[config.mk]
export PLATFORM = sky130hd
export DESIGN_NAME = q_8_29_datapath
export DESIGN_NICKNAME = d
export VERILOG_FILES = /design/src/rtl/q_8_29_datapath.sv
export SDC_FILE = /design/constraint.sdc
export NUM_CORES = 1
export LEC_CHECK = 0
export BUFFER_PORTS_ARGS = -buffer_cell sky130_fd_sc_hd__buf_2
export CAP_MARGIN = 20
export CORE_MARGIN = 2
export CORE_UTILIZATION = 31
export DETAILED_ROUTE_END_ITERATION = 8
export PLACE_DENSITY = 0.54
export RECOVER_POWER = 100
export SYNTH_ARGS = -nofsm -noshare
export SYNTH_HDL_FRONTEND = slang
export SYNTH_SLANG_ARGS = --single-unit
[constraint.sdc]
create_clock -name clk -period 5.2 [get_ports clk]
set_input_delay 0.26 -clock clk [delete_from_list [all_inputs] [get_ports clk]]
set_output_delay 0.26 -clock clk [all_outputs]
set_load 0.05 [all_outputs]
[src/rtl/q_8_29_datapath.sv]
// Datapath for the 8-state one-hot controller: A/B operand registers, pass counter C,
// carry flag E, completion pulse and a sticky flag for malformed decodes.
module q_8_29_datapath (
  input  logic       clk,
  input  logic       rst_b,
  input  logic [7:0] dec_in,
  input  logic [7:0] a_in,
  input  logic [7:0] b_in,
  output logic [7:0] a_out,
  output logic [7:0] b_out,
  output logic [3:0] c_out,
  output logic       F,
  output logic       E,
  output logic       done,
  output logic       err
);

  logic [7:0] a_q, a_d;
  logic [7:0] b_q, b_d;
  logic [3:0] c_q, c_d;
  logic       e_q, e_d;
  logic       done_q, done_d;
  logic       err_q, err_d;
  logic [8:0] sum;
  logic       legal;

  // Exactly one decode bit set: non-zero and clearing the lowest set bit leaves nothing.
  assign legal = (dec_in != 8'h00) && ((dec_in & (dec_in - 8'h01)) == 8'h00);
  assign sum   = {1'b0, a_q} + {1'b0, b_q};

  always_comb begin
    a_d    = a_q;
    b_d    = b_q;
    c_d    = c_q;
    e_d    = e_q;
    done_d = 1'b0;
    err_d  = err_q;
    if (!legal) begin
      err_d = 1'b1;
    end else begin
      done_d = dec_in[4] | dec_in[2] | dec_in[0];
      case (dec_in)
        8'h80: begin
          a_d = a_in;
          b_d = b_in;
          e_d = 1'b0;
        end
        8'h40: begin
          a_d = sum[7:0];
          e_d = sum[8];
        end
        8'h20: c_d = c_q + 4'h1;
        8'h10: a_d = {1'b0, a_q[7:1]};
        8'h08: b_d = b_q - 8'h01;
        8'h04: a_d = 8'h00;
        8'h02: a_d = a_q ^ b_q;
        8'h01: b_d = a_q;
        default: ;
      endcase
    end
  end

  always_ff @(posedge clk or negedge rst_b) begin
    if (!rst_b) begin
      a_q    <= 8'h00;
      b_q    <= 8'h00;
      c_q    <= 4'h0;
      e_q    <= 1'b0;
      done_q <= 1'b0;
      err_q  <= 1'b0;
    end else begin
      a_q    <= a_d;
      b_q    <= b_d;
      c_q    <= c_d;
      e_q    <= e_d;
      done_q <= done_d;
      err_q  <= err_d;
    end
  end

  assign a_out = a_q;
  assign b_out = b_q;
  assign c_out = c_q;
  assign F     = a_q[7];
  assign E     = e_q;
  assign done  = done_q;
  assign err   = err_q;

endmodule

# Word-level counts from Yosys, hierarchy flattened

Index checks and enable logic that the tools add are counted.

$add $sub $neg: 4
$mul: 0
Divide/modulo/power cells: 0
$lt $le $gt $ge: 0
Eq/ne operators: 8
Shift-type cells: 0
Mux-type cells: 4
Bitwise gates (word level): 4
Reductions and logical operators: 10

Operator list:

| kind                                                | number |
|---|---|
| one-hot mux 8 bit (5 select lines)                  | 1 |
| one-hot mux 8 bit (3 select lines)                  | 1 |
| subtractor 8 x 1 -> 8 bit, second input constant    | 2 |
| adder 8 x 8 -> 9 bit                                | 1 |
| AND 8 bit                                           | 1 |
| equality test 8 x 1 -> 1 bit, second input constant | 1 |
| equality test 8 x 2 -> 1 bit, second input constant | 1 |
| equality test 8 x 3 -> 1 bit, second input constant | 1 |
| equality test 8 x 4 -> 1 bit, second input constant | 1 |
| equality test 8 x 5 -> 1 bit, second input constant | 1 |
| equality test 8 x 6 -> 1 bit, second input constant | 1 |
| equality test 8 x 7 -> 1 bit, second input constant | 1 |
| equality test 8 bit, second input constant          | 1 |
| logical NOT 8 bit                                   | 1 |
| AND reduction 2 bit                                 | 4 |
| nonzero test 8 bit                                  | 1 |
| bitwise XOR 8 bit                                   | 1 |
| nonzero test 5 bit                                  | 1 |
| adder 4 x 1 -> 4 bit, second input constant         | 1 |
| nonzero test 3 bit                                  | 1 |
| bitwise OR 1 bit                                    | 2 |
| one-hot mux 1 bit (2 select lines)                  | 1 |
| nonzero test 2 bit                                  | 1 |
| logical AND 1 bit                                   | 1 |
| 2-to-1 mux 1 bit                                    | 1 |

Register bits: 23
Bits in latches: 0
Memory bits (writable): 0
Memory bits (read-only): 0
Input port bits: 26
Output and inout port bits: 24
Logic and storage cells: 36
Memories kept: 0

# Longest topological paths before layout

Gate-level depths: netlist (run 1).

Depth after elaboration: 5
Mapped depth: 8
Gate-level depth less buffers: 8

# Least setup slack after synthesis (run 1)

Ideal clock, no wire load.

Path type: register to register
Start: register b_q[0], in the netlist b_out[0]
End: register a_q[6], in the netlist a_out[6]
Library setup time: 0.139 ns
Arrival time: 2.113 ns
Data required time: 5.061 ns
Path slack: 2.948 ns
Cell stages (with the launch flop): 9
Path buffers: 0
Clock period less this slack: 2.252 ns
Cell sequence: dfrtp_1 ha_1 inv_1 fa_1 nor2b_1 o2111ai_1 and4_1 a221oi_1 a22oi_1

Cells in the longest elaborated chain, start to end: 2

Ends and longest elaborated chain:

| what                               | line | RTL |
|---|---|---|
| start, declared                    | 19   | `logic [7:0] b_q, b_d;` |
| start signal, assigned             | 66   | `b_q <= 8'h00;` |
| start signal, assigned             | 73   | `b_q <= b_d;` |
| adder 8 x 8 -> 9 bit               | 29   | `assign sum = {1'b0, a_q} + {1'b0, b_q};` |
| one-hot mux 8 bit (5 select lines) | 42   | `case (dec_in)` |
| end signal, assigned               | 65   | `a_q <= 8'h00;` |
| end signal, assigned               | 72   | `a_q <= a_d;` |
| end, declared                      | 18   | `logic [7:0] a_q, a_d;` |

Every way passes these cells.
A chain may end at the register's enable or synchronous reset.

# Final worst setup path (run 1)

Start: input dec_in[2]
End: register b_q[3], in the netlist b_out[3]

Cells in the longest elaborated chain, start to end: 5
Elaborated cells on any way between the ends: 11
Classes of those cells: 1 x add/sub; 3 x eq/ne; 1 x mux; 1 x bitwise; 5 x reduce/logical

Ends and longest elaborated chain:

| what                          | line | RTL |
|---|---|---|
| start, declared               | 6    | `input logic [7:0] dec_in,` |
| subtractor 8 x 1 -> 8 bit     | 28   | `assign legal = (dec_in != 8'h00) && ((dec_in & (dec_in - 8'h01)) == 8'h00);` |
| AND 8 bit                     | 28   |  |
| logical NOT 8 bit             | 28   |  |
| logical AND 1 bit             | 28   |  |
| AND reduction 2 bit (no line) | --   |  |

Several ways; a longest one is shown, not always the timed one.

==> impl_metrics.json, run 1 <==
{
  "multiInputGateArea_um2": 1190,
  "syn2layout_area_growth_pct": 14.9,
  "num_antenna_cells": 0,
  "seq_area_um2": 576,
  "dp_hpwl_mm": 3.99,
  "syn_area_um2": 1870,
  "finalCriticalPeriod_ns": 2.41,
  "clock_latency_ns": 0.28,
  "ys_warn_count": 0,
  "reg2reg_to": "a_out[6]",
  "p_per_area_nw_per_um2": 364,
  "synth_xor_area_share_pct": 2.81,
  "grt_overflow": 0,
  "drive_gt1_share_pct": 15.4,
  "placed_cell_area_um2": 2140,
  "p_leak_nw": 0.956,
  "synth_nets": 256,
  "drv_cap": 0,
  "synthAdderAreaFrac_pct": 7.76,
  "drt_iter0_drc": 71,
  "final_hold_viol_count": 0,
  "vias_per_cell": 5.47,
  "max_slew_margin_pct": 7.48,
  "synth_seq_cells": 23,
  "vias": 1826,
  "ir_drop_uv": 167,
  "fin_ws_ns": 2.79,
  "synthFlopType": "dfrtp_1",
  "wirelength_mm": 5.47,
  "cp.required_ns": 5.34,
  "slew_viol_final": 0,
  "fillers": 644,
  "yosys.area_share.simple_pct": 26.6,
  "synth_top_family_by_area": "simple AND/OR/NAND/NOR gates",
  "reg2regPathDepth": 8,
  "pre_cts_ws_ns": 3.11,
  "rsz0062_at_grt": "no",
  "die_h_um": 81.7,
  "outcome": "complete, no violations",
  "grt_max_degree": 24,
  "synth-edff-count": 0,
  "clk_path_buf_depth": 2,
  "syn_avg_cell_area_um2": 8.54,
  "gp_congestion": 0.864,
  "yosys.cell_types.count": 50,
  "antenna_found_initial": 0,
  "numCtsBuffers": 3,
  "holdPathEnd": "b_out[3]",
  "endpoint_kind": "register",
  "final.setup.tns_ns": 0,
  "yosys.area.top_type": "dfrtp_1",
  "clock-sinks": 23,
  "initial_utilization_pct": 31.8,
  "cp_max_fo": 18,
  "grt_pass1_vias": 1719,
  "synth_top_area_share_pct": 30.8,
  "coreArea_um2": 5890,
  "grt_pass1_wl_mm": 8.83,
  "ant_nets": 0,
  "die_x_um": 81.7,
  "track_usage_pct": 17.3,
  "root_buffer": "clkbuf_8",
  "period_share_pct": 46.3,
  "worstSetupPathType": "in2reg",
  "hold_path_depth": 3,
  "firstDrtPassIters": 4,
  "critPathLaunchType": "input pin",
  "clk_pin_slew_ns": 0.10,
  "synthMuxAreaShare_pct": 3.48,
  "io_pins": 50,
  "final_nets": 297,
  "r2r_slack_ns": 3.08,
  "yosysSeqAreaShare_pct": 30.8,
  "cts_max_level": 1,
  "drc": 0,
  "tightest_slew_ns": 1.39,
  "cp.arrival_ns": 2.55,
  "cts_tree": "done",
  "hold_slack_ns": 0.251,
  "async_flop_share_pct": 100,
  "hold_start": "b_in[3]",
  "syn_inst": 219,
  "reg2reg_from": "b_out[0]",
  "die_area_um2": 6670,
  "io_buffers": 49,
  "fin_skew_ns": 0.0128,
  "finalSetupViolations": 0,
  "row_count": 28,
  "max_freq_mhz": 415,
  "hp-class": "in2reg",
  "fin_area_um2": 2150,
  "synthTopCellsByArea": "dfrtp_1 31%, ha_1 6.7%, a21oi_1 6.2%",
  "synth_compound_area_share_pct": 23.9,
  "wire_per_inst_um": 16.4
}
cells in the final DEF (no fill, tap or decap), types with 2 or more instances in the layout:
cell,Yosys,final
a31oi_1,4,4
o2bb2ai_1,2,2
xnor2_1,4,4
and4_1,2,2
clkbuf_8,0,3
clkbuf_1,6,26
and4b_1,2,2
a2bb2oi_1,2,2
nor3_1,10,11
xor2_1,2,2
buf_2,5,23
a22oi_1,4,4
mux2i_1,2,2
nor4_2,2,2
ha_1,10,10
dfrtp_1,23,23
o31a_1,2,2
nand2_1,13,13
o21ai_0,16,17
a211oi_1,2,2
nor2_1,22,22
a221oi_1,4,4
mux2_2,4,4
nand3_1,6,6
a21o_1,5,5
and3_1,6,6
nand2b_1,2,2
nand4_1,3,3
inv_1,5,5
or2_2,2,2
nor2b_1,3,3
a21oi_1,23,23
how the worst max path moves through the flow:
| stage | startpoint | endpoint | slack, ns | cells past startpoint |
|---|---|---|---|---|
| after floorplan | b_out[0] | a_out[6] | 2.95 | 8 |
| after global placement | b_out[0] | a_out[6] | 3.18 | 8 |
| after detailed placement | dec_in[2] | b_out[4] | 3.11 | 6 |
| after CTS | b_out[0] | a_out[6] | 3.11 | 8 |
| after global routing | dec_in[2] | b_out[3] | 2.53 | 6 |
| final | dec_in[2] | b_out[3] | 2.79 | 6 |
where the power goes:
| group | leakage (nW) | internal, W | switching, W |
|---|---|---|---|
| combinational | 0.639 | 0.000119 | 0.000267 |
| clock | 0.0255 | 0.0000537 | 0.0000666 |
| sequential | 0.292 | 0.000213 | 0.0000634 |
cells by family after synthesis:
kind of cell,count (synthesis)
fa+ha+maj,11
mux,6
compound gates,71
flops,23
simple gates,83
xor+xnor,6
buf+inv,19
per-stage QoR:
step / total power, W / utilization, % / instances
after detailed placement: 0.000673 / 36.4 / 329
after floorplan: 0.000568 / - / 219
final: 0.000782 / 36.5 / 334
after global routing: 0.000840 / 36.5 / 334
after CTS: 0.000797 / 37.3 / 334
after global placement: 0.000672 / 36.4 / 329
layer usage:
metal / up-vias / share of wire, % / global-route usage (%)
met1: 856 / 47 / 23.5
li1: 897 / - / -
met2: 69 / 46 / 29.0
met4: 0 / 0.84 / 2.33
met3: 4 / 6.6 / 3.41
met5: - / 0 / 0
worst max-delay path, cell delays in order:
cell and delay, ns:
clkbuf_1 0.21, nor3_1 0.52, nand4b_1 0.76, and3_1 0.50, o21ai_0 0.19, o211ai_1 0.10
registers in the layout (all words and copies together), names as in the netlist:
register	flops
err	1
a_out	8
c_out	4
done	1
b_out	8
E	1
synthesized netlist by cell type, drive strengths merged, types with 2 or more instances:
master,n
a211oi,2
a21o,5
a21oi,23
a221oi,4
a22oi,4
a2bb2oi,2
a31oi,4
and3,6
and4,2
and4b,2
buf,7
clkbuf,7
dfrtp,23
ha,10
inv,5
mux2,4
mux2i,2
nand2,14
nand2b,2
nand3,6
nand4,3
nand4b,2
nor2,22
nor2b,3
nor3,11
nor4,4
o21ai,17
o2bb2ai,2
o31a,2
or2,2
xnor2,4
xor2,2
area by class of cell:
| cell class | count | area share, % |
|---|---|---|
| flip-flops and latches | 23 | 26.8 |
| clock buffers | 3 | 1.92 |
| multi-input cells | 177 | 55.4 |
| clock inverters | 1 | 0.233 |
| repair buffers | 50 | 10.4 |
| well taps | 75 | 4.37 |
| inverters | 5 | 0.874 |
timing repair:
item	CTS	global route
setup buffers	0	0
hold buffers	1	0
gates resized for setup	0	0
hold endpoints to repair	13	0
No activity file was read; power rests on OpenSTA's default activity.
==> inputs of run 2 (changes only) <==
Settings changed: ABC_AREA from default to 1, PLACE_DENSITY 0.54 to 0.55.
Clock period 5.2 ns to 2.2 ns, I/O delays scaled along.
==> impl_metrics.json, run 2 <==
{
  "yosys.area.top_type": "dfrtp_1",
  "hp-class": "in2reg",
  "hold_slack_ns": 0.130,
  "ir_drop_uv": 285,
  "syn_avg_cell_area_um2": 6.39,
  "cp_max_fo": 5,
  "num_antenna_cells": 0,
  "async_flop_share_pct": 100,
  "synth-edff-count": 0,
  "gp_congestion": 0.856,
  "synth_compound_area_share_pct": 5.37,
  "p_sw_w": 0.000946,
  "critPathLaunchType": "register",
  "die_h_um": 86.2,
  "power_frac_seq_pct": 33.5,
  "grt_overflow": 0,
  "track_usage_pct": 17.7,
  "cp.arrival_ns": 2.03,
  "initial_utilization_pct": 32.4,
  "worstSetupPathType": "reg2reg",
  "reg2reg_from": "b_out[0]",
  "synth_top_family_by_area": "simple AND/OR/NAND/NOR gates",
  "finalSetupViolations": 0,
  "p_per_area_nw_per_um2": 756,
  "slew_viol_final": 0,
  "grt_max_degree": 24,
  "intPower_w": 0.000877,
  "synthMuxAreaShare_pct": 0.537,
  "finalCriticalPeriod_ns": 1.81,
  "period_share_pct": 82.3,
  "outcome": "complete, no violations",
  "yosys-top-cells-count": "115 x nand2_1, 45 x nand3_1, 41 x inv_1",
  "mostFrequentLayoutCells": "115 x nand2_1, 46 x nand3_1, 42 x inv_1, 31 x nor2_1, 27 x clkbuf_1",
  "switching_share_pct": 51.9,
  "grt_pass1_vias": 2066,
  "row_count": 29,
  "cts_tree": "done",
  "die_area_um2": 7430,
  "dpl.cell_count": 451,
  "drv_cap": 0,
  "synth_nets": 365,
  "crit_path_start": "b_out[0]",
  "max_freq_mhz": 552,
  "p_comb_share_pct": 51.2,
  "clk_pin_slew_ns": 0.10,
  "yosys.cell_types.count": 31,
  "io_buffers": 49,
  "synthTopCellsByArea": "dfrtp_1 27%, nand2_1 21%, nand3_1 11%",
  "stdcell_count": 456,
  "clk_path_buf_depth": 2,
  "synth_seq_cells": 23,
  "cp.required_ns": 2.42,
  "dp_hpwl_mm": 4.94,
  "p_clk_share_pct": 15.3,
  "wire_per_inst_um": 13.6,
  "firstDrtPassIters": 4,
  "final_hold_viol_count": 0,
  "synth_xor_area_share_pct": 1.67,
  "tightest_slew_ns": 1.38,
  "synth_top_area_share_pct": 27.5,
  "root_buffer": "clkbuf_8",
  "layout_commonest_cell": "nand2_1",
  "yosys.area_share.simple_pct": 48.0,
  "die_x_um": 86.2,
  "cts_max_level": 1,
  "p_leak_nw": 1.34,
  "vias_per_cell": 4.80,
  "syn2layout_area_growth_pct": 15.0,
  "coreArea_um2": 6460,
  "endpoint_kind": "register",
  "yosysSeqAreaShare_pct": 27.5,
  "ys_warn_count": 0,
  "antenna_found_initial": 0,
  "drt_iter0_drc": 111,
  "final.setup.tns_ns": 0,
  "grt_pass1_wl_mm": 10.4,
  "ant_nets": 0,
  "final_nets": 417,
  "vias": 2191,
  "fin_skew_ns": 0.0116,
  "synthFlopType": "dfrtp_1",
  "wirelength_mm": 6.20,
  "drive_gt1_share_pct": 12.1,
  "io_pins": 50,
  "synthAdderAreaFrac_pct": 6.93,
  "drc": 0,
  "syn_inst": 328,
  "clock_latency_ns": 0.27,
  "hold_start": "a_in[0]",
  "syn_area_um2": 2100,
  "max_slew_margin_pct": 8.14,
  "rsz0062_at_grt": "no",
  "total_power_w": 0.00182,
  "synth.most_common_cell": "nand2_1",
  "numCtsBuffers": 3,
  "clock-sinks": 23
}
[run 2: cell count changes after synthesis, sizes merged, moves of 5 or more]
cell	change
nor2	+15
nor3	-7
nand4	+5
a21o	-5
o21ai	-11
inv	+43
clkbuf	-7
nand3	+41
a21oi	-15
and3	-6
nand2	+106
[run 2: cells by family after synthesis]
| family | count (synthesis) |
|---|---|
| buf+inv | 51 |
| fa+ha+maj | 11 |
| mux | 1 |
| compound gates | 19 |
| xor+xnor | 4 |
| flops | 23 |
| simple gates | 219 |
[run 2: layout make-up]
class                   instances  area, um^2
well taps                      77        96.3
clock buffers                   4        45.0
multi-input cells             254        1290
fillers                       714        4050
inverters                      48         180
flip-flops and latches         23         576
repair buffers                 50         223
[run 2: power groups by stage]
stage	combinational [W]	sequential (W)	clock, W
3_5_place_dp	0.000951	0.000617	0
6_report	0.000933	0.000611	0.000280
3_3_place_gp	0.000962	0.000614	0
5_1_grt	0.00104	0.000629	0.000309
2_1_floorplan	0.000471	0.000848	0
4_1_cts	0.000956	0.000609	0.000299
[run 2: metrics by stage]
| stage | area [um^2] | util (%) | worst slack [ns] |
|---|---|---|---|
| 2_1_floorplan | 2100 | - | 0.240 |
| 3_3_place_gp | 2410 | 37.3 | 0.415 |
| 3_5_place_dp | 2410 | 37.3 | 0.429 |
| 4_1_cts | 2460 | 38.1 | 0.398 |
| 5_1_grt | 2410 | 37.3 | 0.215 |
| 6_report | 2410 | 37.3 | 0.390 |
[run 2: final timing paths]
check,endpoint,slack [ns],cells after the start
worst min register to register,c_out[3],0.47,1
min in group asynchronous,a_out[6],0.68,2
max in group asynchronous,a_out[1],0.71,2
worst min-delay path,a_out[0],0.13,5
worst max-delay path,E,0.39,12
worst max register to register,E,0.39,12
[run 2: routing by layer]
metal  up-vias  part of all wire [%]  global-route usage (%)
met5         -                     0                       0
met4         0                   1.3                    3.13
met3         8                   5.7                    3.33
met2        82                    45                    29.0
met1       952                    48                    24.6
li1       1149                     -                       -
[run 2: what timing repair did]
item	4_1_cts	5_1_grt
buffers inserted	0	0
endpoints found under the hold margin	23	0
hold buffers	1	0
gates resized for setup	0	0
[run 2: critical path, stage by stage, from the launching register on]
cell     delay [ns]
dfrtp_1        0.42
ha_1           0.22
inv_1          0.06
fa_1           0.38
inv_1          0.11
nand2_1        0.09
nand3_1        0.07
nand2_1        0.06
nand2_1        0.06
nand2_1        0.04
nand2_1        0.08
nand2_1        0.07
nand2_1        0.07
==> inputs of run 3 (changes only) <==
Clock period 2.2 ns to 1.5 ns, I/O delays scaled along.
==> impl_metrics.json, run 3 (synthesis gave the netlist of run 2 again) <==
{
  "outcome": "finished, violations left",
  "violations": "setup timing",
  "die_h_um": 86.2,
  "firstDrtPassIters": 5,
  "crit_chain": "ha_4, inv_2, fa_2, inv_2, nand2_1, nand3_1, nand2_1, nor2_1, nand2_1, nand2_1, nand2_1",
  "power_frac_seq_pct": 27.5,
  "grtUsageMet1_pct": 25.0,
  "wirelength_mm": 6.51,
  "track_usage_pct": 18.5,
  "final_nets": 451,
  "clock-sinks": 23,
  "post-route-util_pct": 43.9,
  "crit_cells": 11,
  "vias": 2332,
  "drc": 0,
  "clock_latency_ns": 0.27,
  "fin_ws_ns": -0.0434,
  "fin_skew_ns": 0.00438,
  "cp_common_cell": "nand2_1",
  "intPower_w": 0.00161,
  "coreArea_um2": 6460,
  "final_hold_viol_count": 0,
  "wire_per_inst_um": 13.3,
  "finalSetupViolations": 4,
  "switching_share_pct": 48.7,
  "numCtsBuffers": 3,
  "cts_max_level": 1,
  "max_freq_mhz": 648,
  "dp_hpwl_mm": 5.22,
  "die_x_um": 86.2,
  "mostFrequentLayoutCells": "111 x nand2_1, 40 x nand3_1, 39 x inv_1, 33 x buf_4, 28 x nor2_1",
  "io_pins": 50,
  "critPathSlowestCell": "dfrtp_2",
  "critPathCapture": "a_out[2]",
  "reg2reg_from": "b_out[0]",
  "use_met2_pct": 32.1,
  "fin_area_um2": 2840,
  "max_slew_margin_pct": 57.0,
  "grt_overflow": 0,
  "cp_max_fo": 3,
  "hp-class": "in2reg",
  "clk_pin_slew_ns": 0.10,
  "grt_pass1_vias": 2285,
  "p_clk_share_pct": 13.2,
  "rsz0062_at_grt": "yes",
  "num_antenna_cells": 0,
  "p_per_area_nw_per_um2": 1110,
  "initial_utilization_pct": 32.4,
  "cp.buffers_inverters": 2,
  "reg2reg_to": "a_out[2]",
  "p_comb_share_pct": 59.3,
  "drt_iter0_drc": 141,
  "p_sw_w": 0.00153,
  "antenna_found_initial": 0,
  "worstSetupPathType": "reg2reg",
  "ant_nets": 0,
  "tightest_slew_ns": 0.645,
  "clk_path_buf_depth": 2,
  "grt_max_degree": 24,
  "gp_congestion": 0.861,
  "ir_drop_uv": 517,
  "grt_pass1_wl_mm": 10.9,
  "row_count": 29,
  "p_leak_nw": 1.52,
  "period_share_pct": 103,
  "cts_tree": "done",
  "slowest_delay_ns": 0.39,
  "drive_gt1_share_pct": 30.8,
  "path_delay_family": "adder cells",
  "critPathLaunchType": "register",
  "endpoint_kind": "register",
  "slew_viol_final": 0,
  "drv_cap": 0,
  "layout_commonest_cell": "nand2_1",
  "root_buffer": "clkbuf_8",
  "syn2layout_area_growth_pct": 35.4,
  "vias_per_cell": 4.76,
  "busiest_layer": "met2",
  "placed_cell_area_um2": 2750,
  "die_area_um2": 7430,
  "crit_path_start": "b_out[0]",
  "io_buffers": 49,
  "cp.required_ns": 1.67,
  "cp.arrival_ns": 1.71,
  "grt.met3_usage_pct": 2.57,
  "r2r_slack_ns": -0.04,
  "reg2regPathDepth": 11,
  "finalCriticalPeriod_ns": 1.54
}
-- run 3: cell count changes in the layout (fill, tap and decap cells not counted), sizes merged --
cell    before  now
buf         23   56
clkinv       0    1
-- run 3: layout make-up --
cell class	count	area [um^2]
clock buffers	3	41.3
clock inverters	1	5.00
fillers	697	3620
inverters	48	183
multi-input cells	254	1440
flip-flops and latches	23	593
well taps	77	96.3
repair buffers	84	483
-- run 3: per-layer routing --
metal	routed length (um)	vias to the layer above
met5	0	-
met4	38	0
met3	250	4
met2	3100	58
met1	3120	1049
li1	-	1221
-- run 3: power groups by stage --
stage	sequential, W	clock [W]	combinational, W
after floorplan	0.00130	0	0.000765
after global placement	0.000875	0	0.00177
after detailed placement	0.000880	0	0.00178
after CTS	0.000867	0.000433	0.00182
after global routing	0.000881	0.000456	0.00206
final	0.000865	0.000415	0.00186
-- run 3: tightest hold or removal path, stage by stage --
cell	delay (ns)
buf_2	0.12
inv_1	0.07
a21oi_1	0.06
-- run 3: timing repair --
action / CTS / global route
pin swaps: 1 / 3
endpoints found under the setup margin: 6 / 13
cloned: 0 / 0
gates resized for setup: 1 / 18
buffers inserted: 1 / 0
hold buffers: 1 / 0
endpoints found under the hold margin: 23 / 0
-- run 3: worst min path at each step --
| stage | start | end | slack (ns) | cells past startpoint |
|---|---|---|---|---|
| after floorplan | rst_b | E | -0.22 | 0 |
| after CTS | dec_in[4] | done | 0.1 | 3 |
| after detailed placement | rst_b | b_out[7] | 0.11 | 1 |
| after global placement | rst_b | b_out[7] | 0.11 | 1 |
| final | dec_in[4] | done | 0.08 | 3 |
| after global routing | dec_in[4] | done | 0.10 | 3 |
-- run 3: through the flow --
stage | hold slack (ns) | TNS [ns] | total power [W] | instances | setup WS, ns
floorplan | -0.221 | -0.761 | 0.00206 | 328 | -0.175
global placement | 0.110 | -0.0149 | 0.00264 | 484 | -0.00900
detailed placement | 0.115 | -0.0792 | 0.00266 | 484 | -0.0374
CTS | 0.0954 | -0.173 | 0.00312 | 490 | -0.0668
global route | 0.103 | -1.10 | 0.00340 | 490 | -0.161
finish | 0.0826 | -0.0953 | 0.00314 | 490 | -0.0434
